[src/rtl/regfile_wr_sched.sv]
// rtl/regfile_wr_sched.sv - write-port scheduler for the 32x32 register file (wb > md/io round-robin, r1..r31 clear sweep)
// Optional RFWS_STALL_STATS_EN adds a saturating md/io stall counter output.
module regfile_wr_sched #(
   parameter int DATA_W = 32,
   parameter int ADDR_W = 5
) (
   input  logic              clock,
   input  logic              reset,
   input  logic              wb_valid,
   input  logic [ADDR_W-1:0] wb_addr,
   input  logic [DATA_W-1:0] wb_data,
   input  logic              md_valid,
   output logic              md_ready,
   input  logic [ADDR_W-1:0] md_addr,
   input  logic [DATA_W-1:0] md_data,
   input  logic              io_valid,
   output logic              io_ready,
   input  logic [ADDR_W-1:0] io_addr,
   input  logic [DATA_W-1:0] io_data,
   input  logic              clear_start,
   output logic              clear_busy,
   output logic              clear_done,
   output logic              wr_en,
   output logic [ADDR_W-1:0] wr_addr,
   output logic [DATA_W-1:0] wr_data,
   output logic [1:0]        wr_src
`ifdef RFWS_STALL_STATS_EN
   ,
   output logic [15:0]       stall_cnt
`endif
);

   localparam logic [0:0] S_RUN   = 1'b0;
   localparam logic [0:0] S_CLEAR = 1'b1;

   localparam logic [1:0] SRC_NONE = 2'd0;
   localparam logic [1:0] SRC_WB   = 2'd1;
   localparam logic [1:0] SRC_MD   = 2'd2;
   localparam logic [1:0] SRC_IO   = 2'd3;

   // rr_ptr names the source that wins the next md/io tie
   localparam logic RR_MD = 1'b0;
   localparam logic RR_IO = 1'b1;

   localparam logic [ADDR_W-1:0] ZERO_ADDR = '0;
   localparam logic [ADDR_W-1:0] FIRST_IDX = ADDR_W'(1);
   localparam logic [ADDR_W-1:0] LAST_IDX  = '1;

   logic [0:0]        state;
   logic [ADDR_W-1:0] clr_idx;
   logic              rr_ptr;

   logic              md_grant;
   logic              io_grant;
   logic              clr_issue;

   always_comb begin
      md_grant  = 1'b0;
      io_grant  = 1'b0;
      clr_issue = 1'b0;
      if (!wb_valid) begin
         if (state == S_CLEAR) begin
            clr_issue = 1'b1;
         end else if (md_valid && io_valid) begin
            md_grant = (rr_ptr == RR_MD);
            io_grant = (rr_ptr == RR_IO);
         end else begin
            md_grant = md_valid;
            io_grant = io_valid;
         end
      end
   end

   assign md_ready   = md_grant;
   assign io_ready   = io_grant;
   assign clear_busy = (state == S_CLEAR);

   always_ff @(posedge clock or negedge reset) begin
      if (!reset) begin
         wr_en   <= 1'b0;
         wr_addr <= '0;
         wr_data <= '0;
         wr_src  <= SRC_NONE;
      end else begin
         wr_en  <= 1'b0;
         wr_src <= SRC_NONE;
         if (wb_valid) begin
            wr_en   <= (wb_addr != ZERO_ADDR);
            wr_addr <= wb_addr;
            wr_data <= wb_data;
            wr_src  <= SRC_WB;
         end else if (md_grant) begin
            wr_en   <= (md_addr != ZERO_ADDR);
            wr_addr <= md_addr;
            wr_data <= md_data;
            wr_src  <= SRC_MD;
         end else if (io_grant) begin
            wr_en   <= (io_addr != ZERO_ADDR);
            wr_addr <= io_addr;
            wr_data <= io_data;
            wr_src  <= SRC_IO;
         end else if (clr_issue) begin
            wr_en   <= 1'b1;
            wr_addr <= clr_idx;
            wr_data <= '0;
         end
      end
   end

   always_ff @(posedge clock or negedge reset) begin
      if (!reset) begin
         rr_ptr <= RR_MD;
      end else if (md_grant) begin
         rr_ptr <= RR_IO;
      end else if (io_grant) begin
         rr_ptr <= RR_MD;
      end
   end

   // A wb write during the sweep steals the port, so clr_idx only advances on clr_issue
   always_ff @(posedge clock or negedge reset) begin
      if (!reset) begin
         state      <= S_RUN;
         clr_idx    <= FIRST_IDX;
         clear_done <= 1'b0;
      end else begin
         clear_done <= 1'b0;
         case (state)
            S_RUN: begin
               if (clear_start) begin
                  state   <= S_CLEAR;
                  clr_idx <= FIRST_IDX;
               end
            end
            default: begin
               if (clr_issue) begin
                  if (clr_idx == LAST_IDX) begin
                     state      <= S_RUN;
                     clear_done <= 1'b1;
                  end else begin
                     clr_idx <= clr_idx + ADDR_W'(1);
                  end
               end
            end
         endcase
      end
   end

`ifdef RFWS_STALL_STATS_EN
   logic clr_first;
   logic stall_event;

   assign stall_event = (md_valid & ~md_ready) | (io_valid & ~io_ready);

   always_ff @(posedge clock or negedge reset) begin
      if (!reset) begin
         clr_first <= 1'b0;
         stall_cnt <= '0;
      end else begin
         clr_first <= (state == S_RUN) && clear_start;
         if ((state == S_CLEAR) && clr_first) begin
            stall_cnt <= '0;
         end else if (stall_event && (stall_cnt != 16'hFFFF)) begin
            stall_cnt <= stall_cnt + 16'd1;
         end
      end
   end
`endif

endmodule

[config.mk]
export PLATFORM = sky130hd
export DESIGN_NAME = regfile_wr_sched
export DESIGN_NICKNAME = d
export VERILOG_FILES = /design/src/rtl/regfile_wr_sched.sv
export SDC_FILE = /design/constraint.sdc
export NUM_CORES = 1
export LEC_CHECK = 0
export ABC_AREA = 0
export BUFFER_PORTS_ARGS = -buffer_cell sky130_fd_sc_hd__buf_2
export CAP_MARGIN = 20
export CORE_ASPECT_RATIO = 1.25
export CORE_MARGIN = 3
export CORE_UTILIZATION = 48
export DETAILED_ROUTE_END_ITERATION = 8
export PLACE_DENSITY = 0.92
export SYNTH_ARGS = -nofsm -noshare
export SYNTH_HDL_FRONTEND = slang
export SYNTH_SLANG_ARGS = --single-unit
[constraint.sdc]
create_clock -name clock -period 5.8 [get_ports clock]
set_clock_uncertainty 0.1 [all_clocks]
set_input_delay 1.16 -clock clock [delete_from_list [all_inputs] [get_ports clock]]
set_output_delay 1.16 -clock clock [all_outputs]
set_load 0.05 [all_outputs]
==> results of run 1 <==
cells by family (layout without fill, tap and decap cells):
group / count (synthesis) / in the layout
multiplexers: 2 / 2
buffers and inverters: 26 / 174
XOR/XNOR: 3 / 3
flip-flops: 48 / 48
adder cells (fa/ha/maj): 2 / 2
AND/OR/NAND/NOR: 113 / 113
AO/OA/AOI/OAI: 90 / 90
power breakdown:
group / internal, mW / switching [mW] / total, mW / leakage, nW
Combinational: 0.129 / 0.205 / 0.334 / 1.17
Clock: 0.0974 / 0.107 / 0.205 / 0.0455
Sequential: 0.385 / 0.0471 / 0.432 / 0.580
Total: 0.611 / 0.359 / 0.971 / 1.79
worst max-delay path, delay by kind of cell:
family        cells  cell delay, ns
buf+inv           3            0.88
simple gates      2            0.37
synthesized netlist by cell type, drive strengths merged, types with 5 or more instances:
cell type,count
nor4,5
clkbuf,5
nor2b,32
nor2,10
nand3,6
nand2b,9
a31oi,6
buf,19
o21ai,36
a221oi,32
a21oi,11
nand2,40
dfrtp,47
routing by layer:
metal / GRT usage [%] / routed length [um] / vias up
met3: 4.28 / 481 / 11
li1: - / - / 1325
met2: 42.2 / 4190 / 108
met1: 26.3 / 3040 / 1279
met4: 7.27 / 118 / 0
met5: 0 / 0 / -
metrics by stage:
step                utilization (%)  instances
detailed placement             64.4        487
finish                         66.5        496
CTS                            66.0        495
floorplan                         -        284
global placement               64.4        487
global route                   66.5        496
registers in the layout (all words and copies together) (netlist names):
register / cells
rr_ptr: 1
clear_busy: 1
clear_done: 1
wr_addr: 5
wr_src: 2
wr_data: 32
wr_en: 1
clr_idx: 5
layout make-up:
class / instances / share of cell area, %
Timing Repair Buffer: 164 / 23.0
Tap cell: 64 / 2.17
Clock buffer: 8 / 2.44
Sequential cell: 48 / 32.5
Inverter: 2 / 0.203
Multi-Input combinational cell: 210 / 39.6
worst paths after layout:
kind	to	slack [ns]	from
worst max-delay path	io_ready	2.13	wb_valid
max in group asynchronous	clr_idx[1]	4.28	reset
worst min-delay path	wr_data[8]	0.39	wr_data[8]
worst max register to register	wr_addr[3]	3.44	clear_busy
worst min register to register	wr_data[8]	0.39	wr_data[8]
min in group asynchronous	wr_addr[4]	0.77	reset
==> results.tsv, run 1 <==
stage	metric	value	unit
cts	insertion_delay	0.30	ns
sta	setup_tns	0	ns
logic_synthesis	yosysTopAreaCell	dfrtp_1	
placement	postPlaceCellArea	0.00358	mm^2
floorplan	die_x	74.7	um
sta	hold_violations	0	
cts	clk_path_buf_depth	2	
cts	ctsResizeCount	0	
hold_path	hold_path_depth	2	
critical_path	crit_top_cell	buf_2	
global_routing	antenna_found_initial	0	
detailed_routing	first_pass_iters	4	
hold_path	min_path_type	flop to flop	
finish	syn2layout_area_growth	30.6	%
cts	clock-sinks	48	
cts	cts_root_buffer	clkbuf_8	
sta	hold_ws	0.387	ns
logic_synthesis	synth_top_flop_cell	dfrtp_1	
detailed_routing	wl_per_cell	15.8	um
sta	rsz0062_at_grt	false	
detailed_routing	routed_wirelength	7830	um
logic_synthesis	synthesis.area	0.00283	mm^2
logic_synthesis	yosysWarnings	0	
cts	cts_tree	done	
finish	multi_input_area	0.00147	mm^2
critical_path	crit_required	4.54	ns
logic_synthesis	synth.distinct_cells	38	
sta	period_minus_slack	3.67	ns
sta	maxSlewHeadroom	33.4	%
logic_synthesis	ys_async_sr_fraction	100	%
floorplan	rows	30	
critical_path	worstSetupEndpointType	output pin	
finish	num_antenna_cells	0	
finish	fillCellCount	454	
global_routing	grt_max_degree	49	
logic_synthesis	synth_edf_count	0	
finish	layout.area.seq	0.00120	mm^2
finish	final_cell_mix	buf_2 (160), dfrtp_1 (47), nand2_1 (39)	
critical_path	reg2reg_depth	5	
placement	post-place-ws	2.13	ns
critical_path	critical_path.cell_chain	buf_2 > nor2_1 > nand3_2 > inv_2 > buf_2	
placement	io_buffers	160	
floorplan	start_util	50.9	%
cts	cts_inserted_buffers	5	
logic_synthesis	synth_nets	403	
logic_synthesis	synth_fa_ha_area_share	0.885	%
power	power.total	0.971	mW
placement	place_congestion	0.799	
logic_synthesis	synth_area_leaders	dfrtp_1 (42%), a221oi_2 (16%), nor2b_1 (7.1%)	
logic_synthesis	seq_area_frac_synth	42.5	%
sta	fin_ws	2.13	ns
logic_synthesis	synth_cells	284	
critical_path	cp_max_fo	41	
cts	hold_buffers	0	
finish	drive_above_1_share	48.4	%
sta	max_freq	272	MHz
global_routing	grt_pass1_wl	12500	um
logic_synthesis	syn_avg_cell_area	9.96	um^2
power	pwr_density_cell	263	mW/mm^2
critical_path	path_class	primary input to output pin	
detailed_routing	drc	0	
global_routing	grt-ovfl-total	0	
logic_synthesis	synthMuxAreaShare	0.796	%
floorplan	dieArea	0.00686	mm^2
sta	final_max_slew_viol_count	0	
logic_synthesis	synth_top_family_by_area	compound AO/OA/AOI/OAI gates	
finish	final_common_cell	buf_2	
sta	setup_viol	0	
finish	final_cell_area	0.00370	mm^2
cts	htreeDepth	2	
critical_path	critPathLaunchType	primary input	
run	maxCapViolCount	0	
floorplan	num_io_pins	161	
placement	dp_hpwl	5900	um
floorplan	core_area	0.00556	mm^2
outcome	status	complete, no violations	
detailed_routing	antenna_left	0	
logic_synthesis	synth_xor_area_share	0.929	%
power	power_leakage	1.79	nW
detailed_routing	dr.first_iter.drc_count	100	
global_routing	grt_pass1_vias	2766	
cts	clkSlewWorstSetupHoldPaths	0.08	ns
logic_synthesis	synth-simple-area-share	21.6	%
detailed_routing	vias_per_cell	5.49	
critical_path	critical-path-slowest-cell	buf_2	
detailed_routing	vias	2723	
logic_synthesis	synth_compound_area_share	27.6	%
sta	tightest_slew	1.00	ns
cts	postCtsSetupRepairBufs	0	
power	max-vdd-ir-drop	0.175	mV
sta	period_share	63.3	%
global_routing	grt_usage	23.1	%
logic_synthesis	synth_top_area_share	41.6	%
critical_path	cp_data_arrival_time	2.41	ns
critical_path	critical-path-max-stage-delay	0.62	ns
floorplan	die_height	91.8	um
logic_synthesis	synth-seq-cells	48	
finish	final_nets	550	
Note: power is estimated with default switching activity, not from simulation.
==> run 2, diff against run 1 <==
--- a/config.mk
+++ b/config.mk
@@ -10,9 +10,9 @@
 export CAP_MARGIN = 20
 export CORE_ASPECT_RATIO = 1.25
 export CORE_MARGIN = 3
-export CORE_UTILIZATION = 48
+export CORE_UTILIZATION = 44
 export DETAILED_ROUTE_END_ITERATION = 8
-export PLACE_DENSITY = 0.92
+export PLACE_DENSITY = 0.86
 export SYNTH_ARGS = -nofsm -noshare
 export SYNTH_HDL_FRONTEND = slang
 export SYNTH_SLANG_ARGS = --single-unit
==> constraint.sdc (replaced) <==
create_clock -name clock -period 3.63 [get_ports clock]
set_clock_uncertainty 0.1 [all_clocks]
set_input_delay 0.726 -clock clock [delete_from_list [all_inputs] [get_ports clock]]
set_output_delay 0.726 -clock clock [all_outputs]
set_load 0.05 [all_outputs]
==> run 2 against run 1 <==
Effect of this change: wire length rose by 2.3%; hold slack got worse by 0.040 ns; design area rose by 1.4%; clock power rose by 84%; critical path depth fell by 1; die area rose by 8.4%; setup slack got worse by 1.1 ns; sequential power rose by 60%; sequential share of layout area fell by 0.45 points; critical path type is now flop to output pin; critical endpoint unchanged; largest cell class unchanged.
==> results.tsv, run 2 (same netlist as run 1, synthesis figures left out) <==
stage	metric	value	unit	change
outcome	status	complete, no violations		unchanged
global_routing	met1_usage	22.4	%	was 26.3%
cts	cts_tree	done		unchanged
global_routing	antenna_found_initial	0		unchanged
critical_path	path_class	flop to output pin		was primary input to output pin
detailed_routing	vias	2838		was 2,723
cts	cts_root_buffer	clkbuf_8		unchanged
detailed_routing	dr.first_iter.drc_count	82		was 100
detailed_routing	wl_per_cell	15.5	um	was 15.8 um
cts	clock-sinks	48		unchanged
critical_path	cp_data_arrival_time	1.77	ns	was 2.41 ns
placement	dp_hpwl	5880	um	was 5900 um
detailed_routing	first_pass_iters	4		unchanged
power	max-vdd-ir-drop	0.281	mV	was 0.175 mV
sta	hold_violations	0		unchanged
detailed_routing	antenna_left	0		unchanged
placement	io_buffers	160		unchanged
critical_path	critPathLaunchType	flop		was primary input
sta	tightest_slew	1.01	ns	was 1.00 ns
global_routing	grt_usage	21.1	%	was 23.1%
sta	setup_tns	0	ns	unchanged
cts	clkSlewWorstSetupHoldPaths	0.08	ns	about the same
cts	postCtsSetupRepairBufs	0		unchanged
finish	reg.largest.list	wr_data (32), clr_idx (5), wr_addr (5)		unchanged
finish	final_common_cell	buf_2		unchanged
finish	largest_register_ffs	32		unchanged
placement	dp.cells	509		was 487
floorplan	die_x	77.7	um	was 74.7 um
finish	top_register	wr_data		unchanged
detailed_routing	vias_per_cell	5.48		was 5.49
floorplan	die_height	95.7	um	was 91.8 um
finish	final_util	60.4	%	was 66.5%
cts	clk_path_buf_depth	2		unchanged
finish	num_antenna_cells	0		unchanged
sta	max_freq	385	MHz	
cts	cts_inserted_buffers	5		unchanged
cts	hold_buffers	0		unchanged
run	maxCapViolCount	0		unchanged
finish	drive_above_1_share	48.7	%	was 48.4%
cts	ctsResizeCount	0		unchanged
finish	instances_no_fill	518		was 496
finish	layout.area.seq	0.00120	mm^2	unchanged
floorplan	dieArea	0.00743	mm^2	was 0.00686 mm^2
floorplan	rows	32		was 30
finish	final_cell_mix	buf_2 (160), dfrtp_1 (47), nand2_1 (39)		unchanged
sta	hold_ws	0.346	ns	was 0.387 ns
sta	setup_viol	0		unchanged
power	power.total	1.61	mW	was 0.971 mW
finish	syn2layout_area_growth	32.5	%	was 30.6%
sta	period_minus_slack	2.60	ns	
global_routing	grt_pass1_vias	2944		was 2,766
floorplan	core_area	0.00621	mm^2	was 0.00556 mm^2
power	pwr_density_cell	430	mW/mm^2	was 263 mW/mm^2
sta	rsz0062_at_grt	false		unchanged
hold_path	min_path_type	primary input to async pin		was flop to flop
global_routing	grt_max_degree	84		was 49
finish	fillCellCount	542		was 454
critical_path	cp_max_fo	21		was 41
floorplan	num_io_pins	161		unchanged
sta	period_share	71.6	%	
critical_path	worstSetupEndpointType	output pin		unchanged
floorplan	start_util	45.6	%	was 50.9%
global_routing	gr-usage-met3	3.40	%	was 4.28%
sta	final_max_slew_viol_count	0		unchanged
detailed_routing	drc	0		unchanged
power	power_leakage	1.81	nW	was 1.79 nW
critical_path	reg2reg_depth	6		was 5
global_routing	grt-ovfl-total	0		unchanged
finish	multi_input_area	0.00147	mm^2	unchanged
critical_path	crit_required	2.80	ns	was 4.54 ns
global_routing	grt_pass1_wl	12700	um	was 12,500 um
detailed_routing	routed_wirelength	8010	um	was 7830 um
global_routing	use_met2	40.6	%	was 42.2%
finish	final_nets	551		was 550
placement	place_congestion	0.884		was 0.799
sta	maxSlewHeadroom	33.0	%	was 33.4%
global_routing	busiest_layer	met2		unchanged
cts	insertion_delay	0.29	ns	was 0.30 ns
cts	htreeDepth	2		unchanged
run 2: cell types whose count changed in the layout (fill, tap and decap cells not counted), sizes merged:
cell | before | now
clkbuf | 8 | 6
buf | 164 | 165
bufinv | 0 | 1
clkinv | 0 | 1
run 2: final timing paths:
kind                             start     endpoint  slack (ns)
max reg2reg                 clear_busy        wr_en        1.31
max                         clear_busy     io_ready        1.03
min reg2reg                wr_data[17]  wr_data[17]        0.39
max in group asynchronous        reset  wr_data[14]        2.55
min in group clock         wr_data[17]  wr_data[17]        0.39
min                              reset   wr_addr[4]        0.35
run 2: area by class of cell:
class | instances | share of cell area [%]
multi-input combinational | 210 | 39.1
sequential | 48 | 32.1
timing repair buffer | 165 | 22.9
tap | 85 | 2.84
clock buffer | 6 | 1.94
clock inverter | 2 | 0.935
inverter | 2 | 0.200
run 2: report_power, final:
part	internal, mW	switching [mW]	leakage, nW
registers	0.615	0.0753	0.580
logic	0.207	0.335	1.17
clock network	0.205	0.174	0.0552
total	1.03	0.584	1.81
run 2: routing by layer:
layer	share of wire, %	routed length (um)
met3	5.6	452
met2	54	4320
met4	2.8	227
met1	38	3010
met5	0	0
run 2: stage by stage:
step / cell area (um^2) / worst slack (ns)
floorplan: 2830 / 0.973
global placement: 3610 / 1.15
detailed placement: 3610 / 1.04
CTS: 3720 / 1.03
global route: 3750 / 0.847
finish: 3750 / 1.03
run 2: worst max-delay path: stages, from the launching register on:
cell	delay (ns)
dfrtp_1	0.62
nor2_1	0.28
nand3_2	0.22
inv_2	0.10
buf_2	0.26
